===== config.mk =====
export PLATFORM = sky130hd
export DESIGN_NAME = pbox_context_sequencer
export DESIGN_NICKNAME = d
export VERILOG_FILES = /design/src/rtl/pbox_context_sequencer.sv
export SDC_FILE = /design/constraint.sdc
export NUM_CORES = 1
export LEC_CHECK = 0
export ABC_CLOCK_PERIOD_IN_PS = 3450
export CORE_AREA = 2 2 332 334
export DETAILED_ROUTE_END_ITERATION = 8
export DIE_AREA = 0 0 334 336
export PLACE_DENSITY = 0.73
export SETUP_SLACK_MARGIN = 0.4
export SYNTH_ARGS = -nofsm -noshare
export SYNTH_HDL_FRONTEND = slang
export SYNTH_SLANG_ARGS = --single-unit

===== constraint.sdc =====
create_clock -name CLK_I -period 3.45 [get_ports CLK_I]
set_input_delay 0.69 -clock CLK_I [delete_from_list [all_inputs] [get_ports CLK_I]]
set_output_delay 0.69 -clock CLK_I [all_outputs]
set_load 0.01 [all_outputs]

===== src/rtl/pbox_context_sequencer.sv =====
// Steps a loadable context program into one predication box; conditional jumps use the box's same-cycle predicate.
// Loads are held off (ready low) while a program runs.
module pbox_context_sequencer #(
  parameter int CONTEXT_WIDTH = 16,
  parameter int ADDR_WIDTH    = 6,
  parameter int CNT_WIDTH     = 16
) (
  input  logic                                CLK_I,
  input  logic                                RST_I,
  input  logic                                LOAD_VALID_I,
  output logic                                LOAD_READY_O,
  input  logic [ADDR_WIDTH-1:0]               LOAD_ADDR_I,
  input  logic [CONTEXT_WIDTH+ADDR_WIDTH+1:0] LOAD_DATA_I,
  input  logic                                START_I,
  input  logic [ADDR_WIDTH-1:0]               START_ADDR_I,
  input  logic                                ABORT_I,
  input  logic                                STALL_I,
  input  logic                                PBOX_COMB_I,
  output logic [CONTEXT_WIDTH-1:0]            CONTEXT_O,
  output logic                                EN_O,
  output logic [ADDR_WIDTH-1:0]               PC_O,
  output logic                                BUSY_O,
  output logic                                DONE_O,
  output logic [CNT_WIDTH-1:0]                CYCLE_CNT_O
);

  localparam int ENTRY_W = CONTEXT_WIDTH + ADDR_WIDTH + 2;
  localparam int DEPTH   = 2**ADDR_WIDTH;

  typedef enum logic [1:0] {S_IDLE, S_RUN, S_DONE} state_t;

  state_t                  r_state;
  state_t                  w_next_state;
  logic [ENTRY_W-1:0]      r_mem [DEPTH];
  logic [ADDR_WIDTH-1:0]   r_pc;
  logic [CNT_WIDTH-1:0]    r_cnt;

  logic [ENTRY_W-1:0]       w_entry;
  logic                     w_halt;
  logic                     w_branch;
  logic [ADDR_WIDTH-1:0]    w_target;
  logic [CONTEXT_WIDTH-1:0] w_ctx;
  logic                     w_load_fire;
  logic                     w_start;
  logic                     w_exec;

  // Entry layout: {halt, branch, target, context}
  assign w_entry  = r_mem[r_pc];
  assign w_halt   = w_entry[ENTRY_W-1];
  assign w_branch = w_entry[ENTRY_W-2];
  assign w_target = w_entry[CONTEXT_WIDTH +: ADDR_WIDTH];
  assign w_ctx    = w_entry[CONTEXT_WIDTH-1:0];

  assign w_load_fire = LOAD_VALID_I && (r_state != S_RUN);
  assign w_start     = START_I && !ABORT_I && (r_state != S_RUN);
  assign w_exec      = (r_state == S_RUN) && !STALL_I && !ABORT_I;

  // Memory is deliberately outside reset so programs survive RST_I.
  always_ff @(posedge CLK_I) begin
    if (w_load_fire) begin
      r_mem[LOAD_ADDR_I] <= LOAD_DATA_I;
    end
  end

  always_ff @(posedge CLK_I) begin
    if (RST_I) begin
      r_state <= S_IDLE;
    end else begin
      r_state <= w_next_state;
    end
  end

  always_comb begin
    w_next_state = r_state;
    if (ABORT_I) begin
      w_next_state = S_IDLE;
    end else begin
      case (r_state)
        S_IDLE, S_DONE: if (START_I) w_next_state = S_RUN;
        S_RUN:          if (!STALL_I && w_halt) w_next_state = S_DONE;
        default:        w_next_state = S_IDLE;
      endcase
    end
  end

  always_comb begin
    LOAD_READY_O = 1'b1;
    BUSY_O       = 1'b0;
    DONE_O       = 1'b0;
    EN_O         = 1'b0;
    CONTEXT_O    = '0;
    case (r_state)
      S_RUN: begin
        LOAD_READY_O = 1'b0;
        BUSY_O       = 1'b1;
        EN_O         = !STALL_I;
        CONTEXT_O    = w_ctx;
      end
      S_DONE:  DONE_O = 1'b1;
      default: ;
    endcase
  end

  // Halt keeps PC on the halting entry; the halt cycle itself is counted.
  always_ff @(posedge CLK_I) begin
    if (RST_I) begin
      r_pc  <= '0;
      r_cnt <= '0;
    end else if (w_start) begin
      r_pc  <= START_ADDR_I;
      r_cnt <= '0;
    end else if (w_exec) begin
      if (r_cnt != '1) begin
        r_cnt <= r_cnt + CNT_WIDTH'(1);
      end
      if (!w_halt) begin
        r_pc <= (w_branch && PBOX_COMB_I) ? w_target : r_pc + ADDR_WIDTH'(1);
      end
    end
  end

  assign PC_O        = r_pc;
  assign CYCLE_CNT_O = r_cnt;

endmodule


Yosys cells after proc, flatten, opt, wreduce, memory -nomap -nowiden
Memories as Yosys holds them, arrays and structs flattened. A register that Yosys moved wholly into a read port is not among the register bits.
Index checks and enable logic that the tools add are counted.

storage, ports and cells
  flip-flop bits (word level) = 24
  memories = 1
  word-level logic and storage cells = 46
  memory bits (writable) = 1536

memories
  memory  depth  width  rd ports  clocked after Yosys merged registers in  wr ports  RTL line  source
  r_mem   64     24     1         1                                        1         34        logic [ENTRY_W-1:0] r_mem [DEPTH];

operators by class
  mux-type cells = 16
  eq/ne operators = 7
  $add $sub $neg = 2
  reduce and logical (&&, ||, !) cells = 17

operators with widths
  operator                 number
  $mux W6                  6
  $add A16 B1 Y16 const B  1
  $mux W16                 1
  $ne A16 B16 Y1 const B   1
  $logic_and A1 B1 Y1      7
  $add A6 B1 Y6 const B    1
  $mux W1                  6
  $ne A2 B1 Y1 const B     3
  $reduce_and A2 Y1        3
  $reduce_or A2 Y1         3
  $mux W2                  2
  $pmux W2 S2              1
  $eq A2 B1 Y1 const B     1
  $eq A2 B2 Y1 const B     1
  $logic_not A1 Y1         2
  $logic_not A2 Y1         1
  $ne A2 B2 Y1 const B     1
  $reduce_bool A2 Y1       1

Longest topological paths before layout
  depth after elaboration = 7
  mapped depth = 14

Worst setup path before layout
No wires, ideal clock.

  path kind = register to output
  from = register (tool-made name)
  to = output port CONTEXT_O[10]
  stages on the path, launching flop included = 9
  required time = 2760 ps
  buffers on the path = 4
  arrival time = 2692 ps
  setup slack = 68 ps
  path through = dfxtp_1 buf_6 buf_12 buf_2 buf_2 mux4_2 mux4_2 mux4_2 and2_1

RTL lines
  element        RTL line  source
  end, declared  19        output logic [CONTEXT_WIDTH-1:0] CONTEXT_O,

==> impl_results.md <==
- CP max FO: 7
- Fin crit period: 4.35 ns
- CTS buffer count: 150
- Synthesis-to-finish area growth: 17.9%
- Clk slew on worst S/H paths: 0.06 ns
- Crit-path max cell delay: 0.58 ns
- Synth unique cells: 61
- DPL Wire Length: 81800 um
- WL/cell: 34.5 um
- Lkg Pwr: 22.1 nW
- Root buffer cell: clkbuf_16
- DRC violations left: 0
- Status: finished with violations
- Commonest non-fill, non-tap cell in the layout: edfxtp_1
- CP arrival: 3.66 ns
- Sw frac: 0.215
- Via count: 30500
- Final setup margin: -0.898 ns
- Initial Utilization: 0.557
- Reg power frac: 0.521
- Failing checks: setup timing
- Drt pass-1 iters: 5
- Clock skew: 0.0286 ns
- Layout cell share with drive strength beyond 1: 0.354
- Final GP Congestion: 0.830
- Worst-Margin Slew: 1.22 ns
- Footprint of the multi-input gates: 13300 sq um
- Routed vias/inst: 6.81
- Synth warnings: 0
- Die ar.: 112000 sq um
- Slew HR: 0.188
- Gr usage total: 0.280
- Vias in the first global route: 30800
- Die X: 334 um
- Syn_area_per_cell: 23.5 sq um
- Top achievable clock speed: 230 MHz
- Critical Path RT: 2.76 ns
- Critical-path top delay cell: mux4_2
- H-tree Lvls: 4
- Initial DRC Count: 4241
- CP Launch Type: register
- Pin count of the biggest net entering global routing: 65
- Total net switching power: 0.00870 W
- Site Rows: 121
- Comb power frac: 0.082
- Period utilization: 1.26
- Die height: 336 um
- Commonest cells after routing, fill and taps aside: 1536 x edfxtp_1, 440 x mux4_2, 156 x clkbuf_16
- Max rail drop VDD: 0.541 mV
- Final Slew Violations: 0
- R2R Setup Slk: -0.06 ns
- Max-cap violations: 0
- P_int: 0.0317 W
- RSZ-0062 raised after global routing: yes
- Gr ovfl total: 0
- Final std cells w/o fill: 4476
- Fill cell count: 6625
- Mapped Cells: 2572
- Worst-case clock buffer depth: 3
- Clock Power Share: 0.397
- Initial antenna violation count: 10
- Syn_nets: 2617
- Post-synth EDFFs: 1536
- Crit end category: primary output
- Hold path depth: 2
- Setup-failing EPs final: 22
- TritonCTS clock tree: yes
- Flops & latches, synth: 1566
- Worst Reg2Reg Path Length in Cells: 16
- Placed Cells incl. Taps: 4136
- Buffers on Ports: 84
- Critical path class: reg -> out
- Ys flop type: edfxtp_1
- Critical-path cell list: buf_12 -> buf_16 -> buf_12 -> buf_16 -> buf_8 -> mux4_2 -> mux4_2 -> mux4_2 -> and2_4 -> buf_6
- Final Hold Viols: 0
- I/O pins: 85
- Core ar.: 108000 sq um
- Final #Nets: 2992
- Most numerous cell on the critical path: mux4_2
- Post-DRT Antenna Nets: 0
- Worst Setup EP: CONTEXT_O[1]
- First-pass GRT wire length: 221000 um
- Worst-Skew Late Latency: 0.77 ns
- Synthesized area: 60300 sq um
- Storage cell area: 46700 sq um
- Clk sink count: 1566
- Worst hold margin: 0.530 ns
- Ys async rst share: 0
- Hold Path Class: reg -> reg
- Post-synthesis sequential area ratio: 0.775
- Power per cell area: 568 nW/um^2
- Post-Route WL: 154000 um
synthesized netlist by cell type (13+ instances only):
cell type | instances | area [sq um]
a22oi_1 | 13 | 97.6
nand2_1 | 41 | 154
mux2i_1 | 68 | 681
a221oi_1 | 24 | 210
clkbuf_1 | 50 | 188
nor2_1 | 96 | 360
and2_1 | 18 | 113
dfxtp_1 | 30 | 601
xor2_1 | 13 | 114
o21ai_0 | 14 | 70.1
buf_2 | 37 | 185
mux4_2 | 436 | 9820
buf_6 | 16 | 180
buf_1 | 16 | 60.1
nand3_1 | 28 | 140
edfxtp_1 | 1536 | 46100
logic make-up (layout without fill, tap and decap cells):
group / Yosys count / count (layout) / synth area share
compound gates: 97 / 97 / 0.0123
xor+xnor: 18 / 18 / 0.00261
fa+ha+maj: 2 / 2 / 0.000415
buf+inv: 146 / 635 / 0.0138
flops: 1566 / 1566 / 0.775
mux: 518 / 518 / 0.179
other cells: 0 / 1 / 0
simple gates: 225 / 225 / 0.0172
per-stage QoR:
stage / TNS, ns / total power [W] / setup slack (ns) / cell area [sq um] / utilization
2_1_floorplan: 0 / 0.0232 / 0.192 / 60500 / -
6_report: -13.80 / 0.0404 / -0.898 / 71100 / 0.656
3_5_place_dp: -9.21 / 0.0244 / -0.406 / 65000 / 0.600
4_1_cts: -13.72 / 0.0404 / -0.912 / 71000 / 0.655
3_3_place_gp: -8.97 / 0.0243 / -0.419 / 65000 / 0.600
5_1_grt: -15.23 / 0.0414 / -0.967 / 71100 / 0.656
worst min path at each step:
| stage | startpoint | end | slack [ns] |
|---|---|---|---|
| CTS | START_ADDR_I[1] | register | 0.51 |
| detailed placement | CYCLE_CNT_O[1]$_SDFFE_PP0P_ | CYCLE_CNT_O[1]$_SDFFE_PP0P_ | 0.52 |
| global placement | CYCLE_CNT_O[1]$_SDFFE_PP0P_ | CYCLE_CNT_O[1]$_SDFFE_PP0P_ | 0.50 |
| floorplan | r_state[0]$_SDFFE_PP0P_ | r_state[0]$_SDFFE_PP0P_ | 0.49 |
| finish | CYCLE_CNT_O[1]$_SDFFE_PP0P_ | CYCLE_CNT_O[1]$_SDFFE_PP0P_ | 0.53 |
| global route | CYCLE_CNT_O[1]$_SDFFE_PP0P_ | CYCLE_CNT_O[1]$_SDFFE_PP0P_ | 0.57 |
routing by layer:
metal | wire length [um] | vias to the layer above | global-route usage
li1 | - | 11800 | -
met1 | 56100 | 16200 | 0.377
met2 | 76100 | 2129 | 0.458
met3 | 16200 | 340 | 0.0604
met4 | 5740 | 18 | 0.102
met5 | 122 | - | 0
repair_timing:
action	in CTS	in global routing
hold buffers	0	0
gates resized for setup	176	15
buffers inserted	49	13
cloned	10	1
setup endpoints to repair	30	30
pin swaps	16	9
sequential cells by signal (all words and copies together), names as in the netlist, named ones only:
name	flops
r_state	2
r_mem	1536
PC_O	6
CYCLE_CNT_O	16
cell type report:
| type | instances | area share |
|---|---|---|
| clock inverter | 87 | 0.0111 |
| antenna | 1 | 0.0000352 |
| sequential | 1566 | 0.657 |
| inverter | 11 | 0.000704 |
| multi-input combinational | 860 | 0.188 |
| clock buffer | 179 | 0.0558 |
| timing repair buffer | 358 | 0.0626 |
| tap | 1414 | 0.0249 |
critical path: cells and delay by family (launching register included):
kind / cells / cell delay [ns]
buffers and inverters: 6 / 0.74
AND/OR/NAND/NOR: 1 / 0.20
multiplexers: 3 / 1.55
flip-flops: 1 / 0.38
power by group through the flow:
stage               clock, W  combinational (W)  sequential, W
floorplan                  0            0.00176         0.0214
global placement           0            0.00285         0.0214
detailed placement         0            0.00293         0.0214
CTS                   0.0162            0.00325         0.0210
global route          0.0169            0.00345         0.0210
finish                0.0160            0.00332         0.0210
(Power assumes the default switching activity.)
